$ cat config.mk
export PLATFORM = sky130hd
export DESIGN_NAME = button_conditioner_flat
export DESIGN_NICKNAME = d
export VERILOG_FILES = /design/src/rtl/button_conditioner_pkg.sv /design/src/rtl/button_conditioner_if.sv /design/src/rtl/button_conditioner_debounce.sv /design/src/rtl/button_conditioner.sv /design/src/flat_wrapper.sv
export SDC_FILE = /design/constraint.sdc
export NUM_CORES = 1
export LEC_CHECK = 0
export ABC_AREA = 1
export CAP_MARGIN = 25
export CORE_ASPECT_RATIO = 1.4
export CORE_MARGIN = 2
export CORE_UTILIZATION = 60
export CTS_BUF_LIST = sky130_fd_sc_hd__clkbuf_2 sky130_fd_sc_hd__clkbuf_4 sky130_fd_sc_hd__clkbuf_8
export DETAILED_ROUTE_END_ITERATION = 6
export PLACE_DENSITY = 0.81
export SLEW_MARGIN = 20
export SYNTH_ARGS = -nofsm -noshare
export SYNTH_HDL_FRONTEND = slang
export SYNTH_HIERARCHICAL = 1
export SYNTH_SLANG_ARGS = --single-unit
$ cat constraint.sdc
create_clock -name clk -period 4.46 [get_ports clk]
set_input_delay 0.669 -clock clk [delete_from_list [all_inputs] [get_ports clk]]
set_output_delay 0.669 -clock clk [all_outputs]
set_load 0.03 [all_outputs]
$ cat src/rtl/button_conditioner_pkg.sv
// Shared types and constants for the front-panel button conditioner.
// Channel indices also fix the bit order of buttons_level: {down, up, ac}.
package btn_cond_pkg;

   localparam int BTN_AC   = 0;
   localparam int BTN_UP   = 1;
   localparam int BTN_DOWN = 2;
   localparam int NUM_BTN  = 3;

   typedef enum logic [1:0] {
      RPT_IDLE   = 2'd0,
      RPT_HOLD   = 2'd1,
      RPT_REPEAT = 2'd2
   } rpt_state_e;

   function automatic int max_int(input int a, input int b);
      return (a > b) ? a : b;
   endfunction

endpackage

$ cat src/rtl/button_conditioner_if.sv
// Raw front-panel buttons in, clean press pulses and stable levels out.
// The panel side is the master; the conditioner is the slave.
interface button_conditioner_if;

   logic       btn_ac_raw;
   logic       btn_up_raw;
   logic       btn_down_raw;
   logic       button_ac;
   logic       button_up;
   logic       button_down;
   logic [2:0] buttons_level;

   modport master (
      output btn_ac_raw,
      output btn_up_raw,
      output btn_down_raw,
      input  button_ac,
      input  button_up,
      input  button_down,
      input  buttons_level
   );

   modport slave (
      input  btn_ac_raw,
      input  btn_up_raw,
      input  btn_down_raw,
      output button_ac,
      output button_up,
      output button_down,
      output buttons_level
   );

endinterface

$ cat src/rtl/button_conditioner_debounce.sv
// One button channel: two-flop synchroniser, debounce counter and press-edge detect.
// Exposes next-cycle level and press so the parent can register its outputs without extra latency.
module button_debounce #(
   parameter int DEBOUNCE_CYCLES = 8
) (
   input  logic clk,
   input  logic reset,
   input  logic raw,
   output logic level_d,
   output logic press_d
);

   localparam int              CW     = $clog2(DEBOUNCE_CYCLES);
   localparam logic [CW-1:0]   CNT_TC = CW'(DEBOUNCE_CYCLES - 1);

   logic          sync1_q;
   logic          sync2_q;
   logic          level_q;
   logic [CW-1:0] cnt_q;
   logic [CW-1:0] cnt_d;

   // Counter runs only while the synchronised input disagrees with the stable level.
   always_comb begin
      cnt_d   = '0;
      level_d = level_q;
      press_d = 1'b0;
      if (sync2_q != level_q) begin
         if (cnt_q == CNT_TC) begin
            level_d = sync2_q;
            press_d = sync2_q;
         end else begin
            cnt_d = cnt_q + CW'(1);
         end
      end
   end

   always_ff @(posedge clk) begin
      if (reset) begin
         sync1_q <= 1'b0;
         sync2_q <= 1'b0;
         level_q <= 1'b0;
         cnt_q   <= '0;
      end else begin
         sync1_q <= raw;
         sync2_q <= sync1_q;
         level_q <= level_d;
         cnt_q   <= cnt_d;
      end
   end

endmodule

$ cat src/rtl/button_conditioner.sv
// Front-panel conditioner: debounced AC/up/down press pulses with hold-to-repeat on up/down
// and up/down mutual exclusion. All outputs are flops.
//
// state      | meaning
// RPT_IDLE   | released, or waiting for a fresh press
// RPT_HOLD   | press pulse sent, timing the initial repeat delay
// RPT_REPEAT | held past the delay, pulsing every repeat period
module button_conditioner
   import btn_cond_pkg::*;
#(
   parameter int DEBOUNCE_CYCLES = 8,
   parameter int REPEAT_DELAY    = 32,
   parameter int REPEAT_PERIOD   = 8
) (
   input  logic                clk,
   input  logic                reset,
   button_conditioner_if.slave bus
);

   localparam int            TW        = $clog2(max_int(REPEAT_DELAY, REPEAT_PERIOD));
   localparam logic [TW-1:0] DELAY_TC  = TW'(REPEAT_DELAY - 1);
   localparam logic [TW-1:0] PERIOD_TC = TW'(REPEAT_PERIOD - 1);

   logic [NUM_BTN-1:0]      raw;
   logic [NUM_BTN-1:0]      level_d;
   logic [NUM_BTN-1:0]      press_d;
   logic [NUM_BTN-1:0]      buttons_level_q;
   logic                    button_ac_q;
   logic                    button_ac_d;
   logic [BTN_DOWN:BTN_UP]  rpt_pulse_q;
   logic [BTN_DOWN:BTN_UP]  rpt_pulse_d;
   logic                    both_held;

   rpt_state_e              state_q [BTN_UP:BTN_DOWN];
   rpt_state_e              state_d [BTN_UP:BTN_DOWN];
   logic [TW-1:0]           timer_q [BTN_UP:BTN_DOWN];
   logic [TW-1:0]           timer_d [BTN_UP:BTN_DOWN];

   assign raw[BTN_AC]   = bus.btn_ac_raw;
   assign raw[BTN_UP]   = bus.btn_up_raw;
   assign raw[BTN_DOWN] = bus.btn_down_raw;

   for (genvar g = 0; g < NUM_BTN; g++) begin : g_deb
      button_debounce #(
         .DEBOUNCE_CYCLES (DEBOUNCE_CYCLES)
      ) u_deb (
         .clk     (clk),
         .reset   (reset),
         .raw     (raw[g]),
         .level_d (level_d[g]),
         .press_d (press_d[g])
      );
   end

   assign both_held   = level_d[BTN_UP] & level_d[BTN_DOWN];
   assign button_ac_d = press_d[BTN_AC];

   // Decisions use next-cycle levels so every registered output lines up with buttons_level.
   // Both held parks both channels in idle; only a fresh press can restart them.
   always_comb begin
      for (int i = BTN_UP; i <= BTN_DOWN; i++) begin
         state_d[i]     = state_q[i];
         timer_d[i]     = timer_q[i];
         rpt_pulse_d[i] = 1'b0;
         if (!level_d[i] || both_held) begin
            state_d[i] = RPT_IDLE;
            timer_d[i] = '0;
         end else begin
            case (state_q[i])
               RPT_IDLE: begin
                  if (press_d[i]) begin
                     rpt_pulse_d[i] = 1'b1;
                     state_d[i]     = RPT_HOLD;
                     timer_d[i]     = '0;
                  end
               end
               RPT_HOLD: begin
                  if (timer_q[i] == DELAY_TC) begin
                     rpt_pulse_d[i] = 1'b1;
                     state_d[i]     = RPT_REPEAT;
                     timer_d[i]     = '0;
                  end else begin
                     timer_d[i] = timer_q[i] + TW'(1);
                  end
               end
               RPT_REPEAT: begin
                  if (timer_q[i] == PERIOD_TC) begin
                     rpt_pulse_d[i] = 1'b1;
                     timer_d[i]     = '0;
                  end else begin
                     timer_d[i] = timer_q[i] + TW'(1);
                  end
               end
               default: begin
                  state_d[i] = RPT_IDLE;
                  timer_d[i] = '0;
               end
            endcase
         end
      end
   end

   always_ff @(posedge clk) begin
      if (reset) begin
         buttons_level_q <= '0;
         button_ac_q     <= 1'b0;
         rpt_pulse_q     <= '0;
         for (int i = BTN_UP; i <= BTN_DOWN; i++) begin
            state_q[i] <= RPT_IDLE;
            timer_q[i] <= '0;
         end
      end else begin
         buttons_level_q <= level_d;
         button_ac_q     <= button_ac_d;
         rpt_pulse_q     <= rpt_pulse_d;
         for (int i = BTN_UP; i <= BTN_DOWN; i++) begin
            state_q[i] <= state_d[i];
            timer_q[i] <= timer_d[i];
         end
      end
   end

   assign bus.button_ac     = button_ac_q;
   assign bus.button_up     = rpt_pulse_q[BTN_UP];
   assign bus.button_down   = rpt_pulse_q[BTN_DOWN];
   assign bus.buttons_level = buttons_level_q;

endmodule

$ cat src/flat_wrapper.sv
// flat-port wrapper written by rule: the top's interface ports become plain ports
module button_conditioner_flat import btn_cond_pkg::*;
#(
   parameter int DEBOUNCE_CYCLES = 8,
   parameter int REPEAT_DELAY    = 32,
   parameter int REPEAT_PERIOD   = 8
)
  (clk, reset, bus_btn_ac_raw, bus_btn_up_raw, bus_btn_down_raw, bus_button_ac, bus_button_up, bus_button_down, bus_buttons_level);
  button_conditioner_if bus_i ();
  input  logic clk;
  input  logic reset;
  input wire logic [$bits(bus_i.btn_ac_raw)-1:0] bus_btn_ac_raw;
  input wire logic [$bits(bus_i.btn_up_raw)-1:0] bus_btn_up_raw;
  input wire logic [$bits(bus_i.btn_down_raw)-1:0] bus_btn_down_raw;
  output wire logic [$bits(bus_i.button_ac)-1:0] bus_button_ac;
  output wire logic [$bits(bus_i.button_up)-1:0] bus_button_up;
  output wire logic [$bits(bus_i.button_down)-1:0] bus_button_down;
  output wire logic [$bits(bus_i.buttons_level)-1:0] bus_buttons_level;
  assign bus_i.btn_ac_raw = bus_btn_ac_raw;
  assign bus_i.btn_up_raw = bus_btn_up_raw;
  assign bus_i.btn_down_raw = bus_btn_down_raw;
  assign bus_button_ac = bus_i.button_ac;
  assign bus_button_up = bus_i.button_up;
  assign bus_button_down = bus_i.button_down;
  assign bus_buttons_level = bus_i.buttons_level;
  button_conditioner #(.DEBOUNCE_CYCLES(DEBOUNCE_CYCLES), .REPEAT_DELAY(REPEAT_DELAY), .REPEAT_PERIOD(REPEAT_PERIOD)) u_core (.clk(clk), .reset(reset), .bus(bus_i));
endmodule
# Word-level counts from Yosys, hierarchy flattened
# Memory sizes are Yosys's and may differ from the RTL's.
# Index checks and enable logic that the tools add are counted.
[classes] addsub=5 mul=0 div_mod_pow=0 n_lt_le_gt_ge=0 eq_ne=14 n_shift=0 muxes=43 bitwise_logic=9 reduce_logical=12
[ops] cell="5-bit 2-to-1 mux" n=10
[ops] cell="5-bit one-hot mux with 3 select lines" n=2
[ops] cell="1-bit 2-to-1 mux" n=19
[ops] cell="2-bit 2-to-1 mux" n=8
[ops] cell="2-bit one-hot mux with 3 select lines" n=2
[ops] cell="3-bit OR reduction" n=4
[ops] cell="5-bit by 1-bit adder with 5-bit output (second input constant)" n=2
[ops] cell="5-bit by 3-bit == test with 1-bit output (second input constant)" n=2
[ops] cell="5-bit == test (second input constant)" n=2
[ops] cell="3-bit by 1-bit adder with 3-bit output (second input constant)" n=3
[ops] cell="3-bit == test (second input constant)" n=3
[ops] cell="1-bit one-hot mux with 3 select lines" n=2
[ops] cell="2-bit by 1-bit == test with 1-bit output (second input constant)" n=2
[ops] cell="2-bit == test (second input constant)" n=2
[ops] cell="2-bit logical NOT" n=2
[ops] cell="1-bit NOT" n=4
[ops] cell="1-bit bitwise OR" n=4
[ops] cell="2-bit OR reduction" n=2
[ops] cell="1-bit != test" n=3
[ops] cell="1-bit logical NOT" n=2
[ops] cell="1-bit logical OR" n=2
[ops] cell="1-bit bitwise AND" n=1
[totals] reg_bits=24 latch_bits=0 mem_bits_rw=14 romBits=0 in_bits=5 wordCells=101 n_memories=2
[mem_list] memory="u_core.timer_q" depth=2 width=5 rd=2 rd_clocked_by_memory_dff=0 wr=2 line_no="button_conditioner.sv:36" text="logic [TW-1:0] timer_q [BTN_UP:BTN_DOWN];"
[mem_list] memory="u_core.state_q" depth=2 width=2 rd=2 rd_clocked_by_memory_dff=0 wr=2 line_no="button_conditioner.sv:34" text="rpt_state_e state_q [BTN_UP:BTN_DOWN];"

# Depth between registers and ports, before layout
# Gate-level depths: netlist (run 1).
[depth] word_depth=7 ltp_mapped=10

# Hierarchy
# Netlist (run 1), hierarchy kept.
[modules_own_cells] module="button_conditioner" n_inst=1 cells_per_inst=159 area_each_um2=1168.6 seq_area_each_um2=400.4
[modules_own_cells] module="button_debounce" n_inst=3 cells_per_inst=30 area_each_um2=231.5 seq_area_each_um2=120.1

# Least setup slack after synthesis (run 1)
# Ideal clock, no wire load.
[synth_timing] path_kind="register -> register" start="reg u_core.g_deb[1].u_deb.cnt_q[0]" end="mem u_core/state_q[1][0] (netlist name)" setup_ns=0.118 arrival_time_ns=1.348 required_time_ns=4.342 path_slack_ns=2.994 path_stages_with_launch=10 period_less_slack_ns=1.466 path_cell_list="dfxtp_1 ha_1 ha_1 inv_1 nor2_1 nor2_2 nor2_1 nand2_4 o21ai_1 a21oi_2"
[synth_rtl] element="start, declared" line_no="button_conditioner_debounce.sv:19" text="logic [CW-1:0] cnt_q;"
[synth_rtl] element="start signal, assigned" line_no="button_conditioner_debounce.sv:47" text="cnt_q <= cnt_d;"
[synth_rtl] element="end, declared" line_no="button_conditioner.sv:34"

# Worst setup path in the final report (run 1)
[layout_timing] start="reg u_core.buttons_level_q[0] (netlist: u_core/bus.buttons_level[0])" end="out bus_buttons_level[0]"
[layout_rtl] element="start, declared" line_no="button_conditioner.sv:27" text="logic [NUM_BTN-1:0] buttons_level_q;"
[layout_rtl] element="start signal, assigned" line_no="button_conditioner.sv:113" text="buttons_level_q <= level_d;"
[layout_rtl] element="end, declared" line_no="flat_wrapper.sv:18" text="output wire logic [$bits(bus_i.buttons_level)-1:0] bus_buttons_level;"
# No word-level cell between the ends.

==> summary.txt, run 1 <==
Floorplanning
  • Die Span Y: 69.9 microns
  • Full die area: 3570 sq um
  • Rows: 23
  • CORE AREA: about 2900 sq um
  • Num ports: 11
  • Die Wd: about 51 microns
  • Starting Density: ~64%

Power
  • Leak: between 0.9 and 1 nW
  • Power Total: ~0.00065 W
  • Pwr per Cell Area: slightly above 300 nW/um^2
  • Max IR drop VDD: ~0.29 mV

Clock tree
  • Clk slew on worst S/H paths: approximately 0.070 ns
  • CTS Hold Bufs: 0
  • H-tree depth reported by CTS: 2
  • CTS tree: done
  • Setup Buffers After CTS: 0
  • Post_cts resized: 0
  • Clock sinks: 38
  • Clock Tree Root: clkbuf_8
  • Longest Clk Path Bufs: 2
  • Later-pin clock latency in the skew report: a little under 0.3 ns
  • TritonCTS Buffers: 5

Critical path
  • Crit-path max FO: 1
  • CP Capture Type: output pin
  • Crit-path slowest cell: clkdlybuf4s50_1
  • WS Path Type: flop to output pin
  • Crit path DAT: between 1 and 1.5 ns
  • CP Cell Sequence: clkdlybuf4s50_1
  • Worst r2r src: u_core/g_deb[1].u_deb/cnt_q[0]
  • Crit path launch: u_core/bus.buttons_level[0]
  • Reg2Reg Depth: 9
  • CP bufs+invs: 1
  • Delay of the slowest critical-path stage: between 0.6 and 0.7 ns
  • Delay-heaviest family, CP: buffers and inverters
  • Worst path required time: roughly 3.8 ns
  • CP startpoint kind: flop
  • WP depth: 1

Final layout
  • Number of diodes: 0
  • Layout cells sized above 1: around a tenth
  • Fillcell total: between 200 and 250
  • Final #Nets: 291
  • Storage cell area: 761 sq um
  • Layout area overhead: 13.9%
  • Multi-input logic area: ~900 sq um
  • Final core occ: roughly 73%

Synth
  • Yosys warns: 6
  • Synth Instances: between 200 and 250
  • Sequential area share after synthesis: 40.8%
  • Synthesized flop and latch total: 38
  • Mapped cell area: 1860 sq um
  • Syn_area_per_cell: around 7.5 sq um
  • Net Count, Synth: between 200 and 300
  • Synth unique cells: 21

Detailed routing
  • Drt wl/cell: between 10 and 15 microns
  • ANT nets after route: 0
  • Vias: approximately 1,500
  • 1st-pass router iterations: 4
  • Via density: between 4 and 5
  • # DRC: 0
  • Total Wirelength: 3050 microns
  • 1st-iter DRT viols: 25

Worst hold path
  • Hold path start: u_core/g_deb[0].u_deb/sync1_q
  • WHS Path Cells: 2
  • Hold WC Path Type: flop to flop

Timing
  • Worst-margin pin slew: ~0.69 ns
  • Final Hold Vio Count: 0
  • Max-slew headroom: between 50% and 60%
  • Min Tclk post-route: between 1.5 and 2 ns
  • Fin. max-slew vios: 0
  • Layout Skew: 0.00720 ns
  • Setup violations, final: 0
  • Period utilisation layout: between 40% and 50%
  • RSZ-0062 raised after global routing: false
  • Setup_tns: 0 ns
  • F_max: slightly above 500 MHz

Global routing
  • Largest net degree at the start of global routing: 19
  • Antenna violations before repair: 0
  • First-pass GRT wire length: 5560 microns
  • GRT overflow: 0
  • Vias in the first global route: 1,435
  • Global Route Usage Sum: ~21%

Outcome
  • Status: finished clean

Place
  • # port buffers: 10
  • Detailed placement HPWL: between 2000 and 2500 microns
  • Routability cong.: between 0.7 and 0.8

Job
  • Max-cap viol count: 0
state kept, by name, summed over array words and instances, names as in the netlist:
name                        cells
u_core/g_deb.u_deb/level_q      3
u_core/bus.button_ac            1
u_core/state_q                  4
u_core/g_deb.u_deb/cnt_q        9
u_core/g_deb.u_deb/sync1_q      3
u_core/bus.buttons_level        3
u_core/rpt_pulse_q              2
u_core/g_deb.u_deb/sync2_q      3
u_core/timer_q                 10
report_power, final:
| group | switching, W | leakage, nW | internal, W | total [W] |
|---|---|---|---|---|
| Combinational | 0.00000689 | 0.547 | 0.00000565 | 0.0000125 |
| Clock | 0.000114 | 0.0573 | 0.000179 | 0.000293 |
| Sequential | 0.00000154 | 0.307 | 0.000343 | 0.000344 |
per-layer routing:
layer  share of wire [%]  track usage [%]  routed length, microns
met5                   0                0                       0
met4                 2.2             11.1                      68
met3                 3.4             6.84                     103
met2                  53             36.7                    1610
met1                  42             20.3                    1270
final timing paths:
path	endpoint	slack, ns
min	u_core/g_deb[0].u_deb/sync2_q	0.40
max	bus_buttons_level[0]	2.52
max reg2reg	u_core/timer_q[1][2]	2.80
min reg2reg	u_core/g_deb[0].u_deb/sync2_q	0.40
placed cells by master, fill, tap and decap left out, types with 3 or more instances in the layout:
| cell | netlist | routed |
|---|---|---|
| nand2_1 | 60 | 60 |
| inv_1 | 44 | 44 |
| dfxtp_1 | 38 | 38 |
| nor2_1 | 37 | 37 |
| ha_1 | 20 | 20 |
| a21oi_1 | 14 | 14 |
| clkdlybuf4s50_1 | 0 | 10 |
| clkbuf_8 | 0 | 6 |
| inv_2 | 6 | 6 |
| o21ai_1 | 5 | 5 |
| nand3_1 | 5 | 5 |
| a21oi_2 | 3 | 3 |
| nand2_2 | 3 | 3 |
stage by stage:
stage | instances | setup WS [ns] | hold slack, ns | cell area, sq um
floorplan | 249 | 2.99 | 0.388 | 1860
global placement | 296 | 2.30 | 0.392 | 2010
detailed placement | 296 | 2.25 | 0.396 | 2010
CTS | 303 | 2.51 | 0.406 | 2120
global route | 303 | 2.41 | 0.429 | 2120
finish | 303 | 2.52 | 0.401 | 2120
final cells by class:
type	instances	area share (%)
clock buffer	6	3.89
multi-input combinational	161	43.1
timing repair buffer	10	4.72
tap	37	2.18
clock inverter	1	1.42
inverter	50	8.84
sequential	38	35.8
cell families after synthesis:
group | after synthesis | synth area share (%)
adder cells (fa/ha/maj) | 20 | 13.4
flip-flops | 38 | 40.8
AO/OA/AOI/OAI | 25 | 7.59
AND/OR/NAND/NOR | 116 | 28.1
buffers and inverters | 50 | 10.1
cells in the mapped netlist:
library cell / instances / area share (%)
nand4_1: 2 / 0.67
a21oi_1: 14 / 3.8
inv_2: 6 / 1.2
nor3_2: 2 / 1.1
nand2_1: 60 / 12
o211ai_1: 2 / 0.81
o21ai_0: 1 / 0.27
ha_1: 20 / 13
nand3_1: 5 / 1.3
or2_4: 1 / 0.47
nor2_1: 37 / 7.5
nand2_2: 3 / 1.0
nor2_2: 1 / 0.34
a21oi_2: 3 / 1.4
nand2_4: 1 / 0.60
nor3b_2: 1 / 0.67
inv_1: 44 / 8.9
nor2_4: 1 / 0.60
nor3_4: 2 / 1.7
dfxtp_1: 38 / 41
o21ai_1: 5 / 1.3
Power figures use the tool's default switching activity.
==> inputs of run 2 (changes only) <==
Settings changed: CORE_UTILIZATION 60 to 55, PLACE_DENSITY 0.81 to 0.78.
Clock period 4.46 ns to 1.58 ns, I/O delays scaled along.
==> run 2 against run 1 <==
  * Cell area up 7.6%
  * Total power increased to 2.8 times the previous value
  * Combinational power rose to 3.4 times the previous value
  * Non-clock buffer count is 9 higher
  * Count of clock-buffer cells in the layout rose by 1
  * Worst setup slack got worse by 2.5 ns
  * Clock skew barely moved
  * Flip-flop and latch count unchanged
  * Die area up 8.5%
  * Sequential power increased to 2.8 times the previous value
  * Sequential share of layout area decreased by 2.3 points
  * Highest routed layer unchanged
==> summary.txt, run 2 (synthesis gave the netlist of run 1 again) <==
Outcome
  • Status: finished clean (unchanged)

Timing
  • Fin. max-slew vios: 0 (unchanged)
  • Final Hold Vio Count: 0 (unchanged)
  • Final worst slack: 0.0703 ns (was 2.52 ns)
  • Setup violations, final: 0 (unchanged)
  • Setup_tns: 0 ns (unchanged)
  • Min Tclk post-route: 1.51 ns
  • Worst-margin pin slew: 0.335 ns (was 0.689 ns)
  • F_max: ~660 MHz
  • Max-slew headroom: 77.6% (was 54.0%)
  • Layout Skew: 0.00709 ns (was 0.00720 ns)
  • Period utilisation layout: between 90% and 100%

Detailed routing
  • Total Wirelength: 3250 microns (was 3050 microns)
  • Drt wl/cell: 10.3 microns (was 10.1 microns)
  • # DRC: 0 (unchanged)
  • Vias: 1,532 (was 1,460)
  • 1st-pass router iterations: 4 (unchanged)
  • 1st-iter DRT viols: 30 (was 25)
  • Via density: 4.85 (was 4.82)
  • ANT nets after route: 0 (unchanged)

Global routing
  • Global Route Usage Sum: 19.1% (was 20.6%)
  • Vias in the first global route: 1,447 (was 1,435)
  • Largest net degree at the start of global routing: 12 (was 19)
  • First-pass GRT wire length: 5450 microns (was 5560 microns)
  • Antenna violations before repair: 0 (unchanged)
  • GRT overflow: 0 (unchanged)

Clock tree
  • CTS Hold Bufs: 0 (unchanged)
  • Clock sinks: 38 (unchanged)
  • Longest Clk Path Bufs: 2 (unchanged)
  • Clk slew on worst S/H paths: 0.07 ns (about the same)
  • TritonCTS Buffers: 5 (unchanged)
  • Later-pin clock latency in the skew report: 0.29 ns (about the same)
  • H-tree depth reported by CTS: 2 (unchanged)
  • Clock Tree Root: clkbuf_8 (unchanged)
  • CTS tree: done (unchanged)

Worst hold path
  • Hold path start: u_core/g_deb[0].u_deb/sync1_q (unchanged)
  • Hold WC Path Type: flop to flop (unchanged)

Job
  • Max-cap viol count: 0 (unchanged)

Final layout
  • Layout area overhead: 22.6% (was 13.9%)
  • Max FFs per register: 10 (unchanged)
  • Highest-count cells in the layout ignoring fill and taps: 52 x nand2_1, 41 x inv_1, 33 x nor2_1, 33 x dfxtp_1, 15 x ha_1 (was 60 x nand2_1, 44 x inv_1, 38 x dfxtp_1)
  • Layout cells sized above 1: 22.8% (was 10.5%)
  • Number of diodes: 0 (unchanged)
  • Largest registers: u_core/timer_q x10, u_core/g_deb.u_deb/cnt_q x9, u_core/state_q x4 (unchanged)
  • Commonest non-fill, non-tap cell in the layout: nand2_1 (unchanged)
  • Fin area: 2280 sq um (was 2120 sq um)
  • Final #Nets: 300 (was 291)
  • Most flops, register: u_core/timer_q (unchanged)

Critical path
  • CP Capture Type: flop (was output pin)
  • WS Path Type: flop to flop (was flop to output pin)
  • CP startpoint kind: flop (unchanged)
  • Crit path DAT: 1.73 ns (was 1.27 ns)
  • Crit path launch: u_core/timer_q[1][0] (was u_core/bus.buttons_level[0])
  • Reg2reg setup slack: 0.07 ns (was 2.80 ns)
  • Crit-path max FO: 5 (was 1)
  • Worst r2r src: u_core/timer_q[1][0] (was u_core/g_deb[1].u_deb/cnt_q[0])
  • Worst path required time: 1.80 ns (was 3.79 ns)

Place
  • Worst slack at placement: -0.0470 ns (was 2.25 ns)
  • Routability cong.: 0.811 (was 0.755)
  • Detailed placement HPWL: 2460 microns (was 2310 microns)
  • # port buffers: 10 (unchanged)
  • Placed cell area: 2070 sq um (was 2010 sq um)

Floorplanning
  • Starting Density: 56.2% (was 64.1%)
  • Rows: 25 (was 23)
  • CORE AREA: 3320 sq um (was 2910 sq um)
  • Die Wd: 53.2 microns (was 51.1 microns)
  • Num ports: 11 (unchanged)
  • Full die area: 3880 sq um (was 3570 sq um)
  • Die Span Y: 72.9 microns (was 69.9 microns)

Power
  • Switching power: 0.000343 W (was 0.000122 W)
  • Leak: 0.950 nW (was 0.912 nW)
  • Sequential power share: 52.9% (was 53.0%)
  • Max IR drop VDD: 0.708 mV (was 0.291 mV)
  • Pwr per Cell Area: 804 nW/um^2 (was 306 nW/um^2)
  • P_int: 0.00149 W (was 0.000527 W)
  • Comb pwr share: 2.3% (was 1.9%)
  • Switching Share: 18.7% (was 18.8%)
  • Clock group share of total power: 44.8% (was 45.1%)
==> run 2: critical path, stage by stage, from the launching register on <==
cell and delay (ns):
dfxtp_2 0.34, ha_2 0.19, nand2_2 0.08, nor2_1 0.04, ha_1 0.19, or2_4 0.27, nand2_4 0.09, nand2_1 0.07
nor3_2 0.17
==> run 2: power groups by stage <==
stage          Sequential [W]  Clock [W]  Combinational (W)
5_1_grt              0.000972   0.000893          0.0000477
3_5_place_dp         0.000993          0          0.0000415
4_1_cts              0.000971   0.000846          0.0000418
6_report             0.000972   0.000822          0.0000420
3_3_place_gp         0.000993          0          0.0000401
2_1_floorplan        0.000992          0          0.0000167
==> run 2: layout make-up <==
type / count / area (sq um)
multi-input cells: 161 / 997
repair buffers: 19 / 168
flip-flops and latches: 38 / 767
clock inverters: 1 / 30.0
clock buffers: 7 / 83.8
fillers: 290 / 1030
well taps: 40 / 50.0
inverters: 50 / 188
==> run 2: metal layers <==
metal / share of wire, % / track usage [%] / vias up
met5: 0 / 0 / -
met2: 54 / 35.6 / 18
met1: 42 / 19.0 / 698
met4: 1.9 / 9.69 / 0
met3: 2.3 / 4.30 / 8
li1: - / - / 808
==> run 2: final timing paths <==
check,to,cells past startpoint
max,u_core/timer_q[1][2],8
min,u_core/g_deb[0].u_deb/sync2_q,2
max reg2reg,u_core/timer_q[1][2],8
min reg2reg,u_core/g_deb[0].u_deb/sync2_q,2
==> run 2: stage by stage <==
| step | utilization, % | power (W) | cells | hold WS [ns] |
|---|---|---|---|---|
| finish | 68.9 | 0.00184 | 316 | 0.415 |
| global route | 68.9 | 0.00191 | 316 | 0.432 |
| CTS | 66.9 | 0.00186 | 316 | 0.419 |
| detailed placement | 62.3 | 0.00103 | 306 | 0.408 |
| global placement | 62.3 | 0.00103 | 306 | 0.394 |
| floorplan | - | 0.00101 | 249 | 0.306 |
==> run 2: timing repair <==
action,in CTS,in global routing
resized for setup,10,20
buffers inserted,2,0
pin swaps,7,7
gates cloned,0,0
endpoints found under the setup margin,11,16
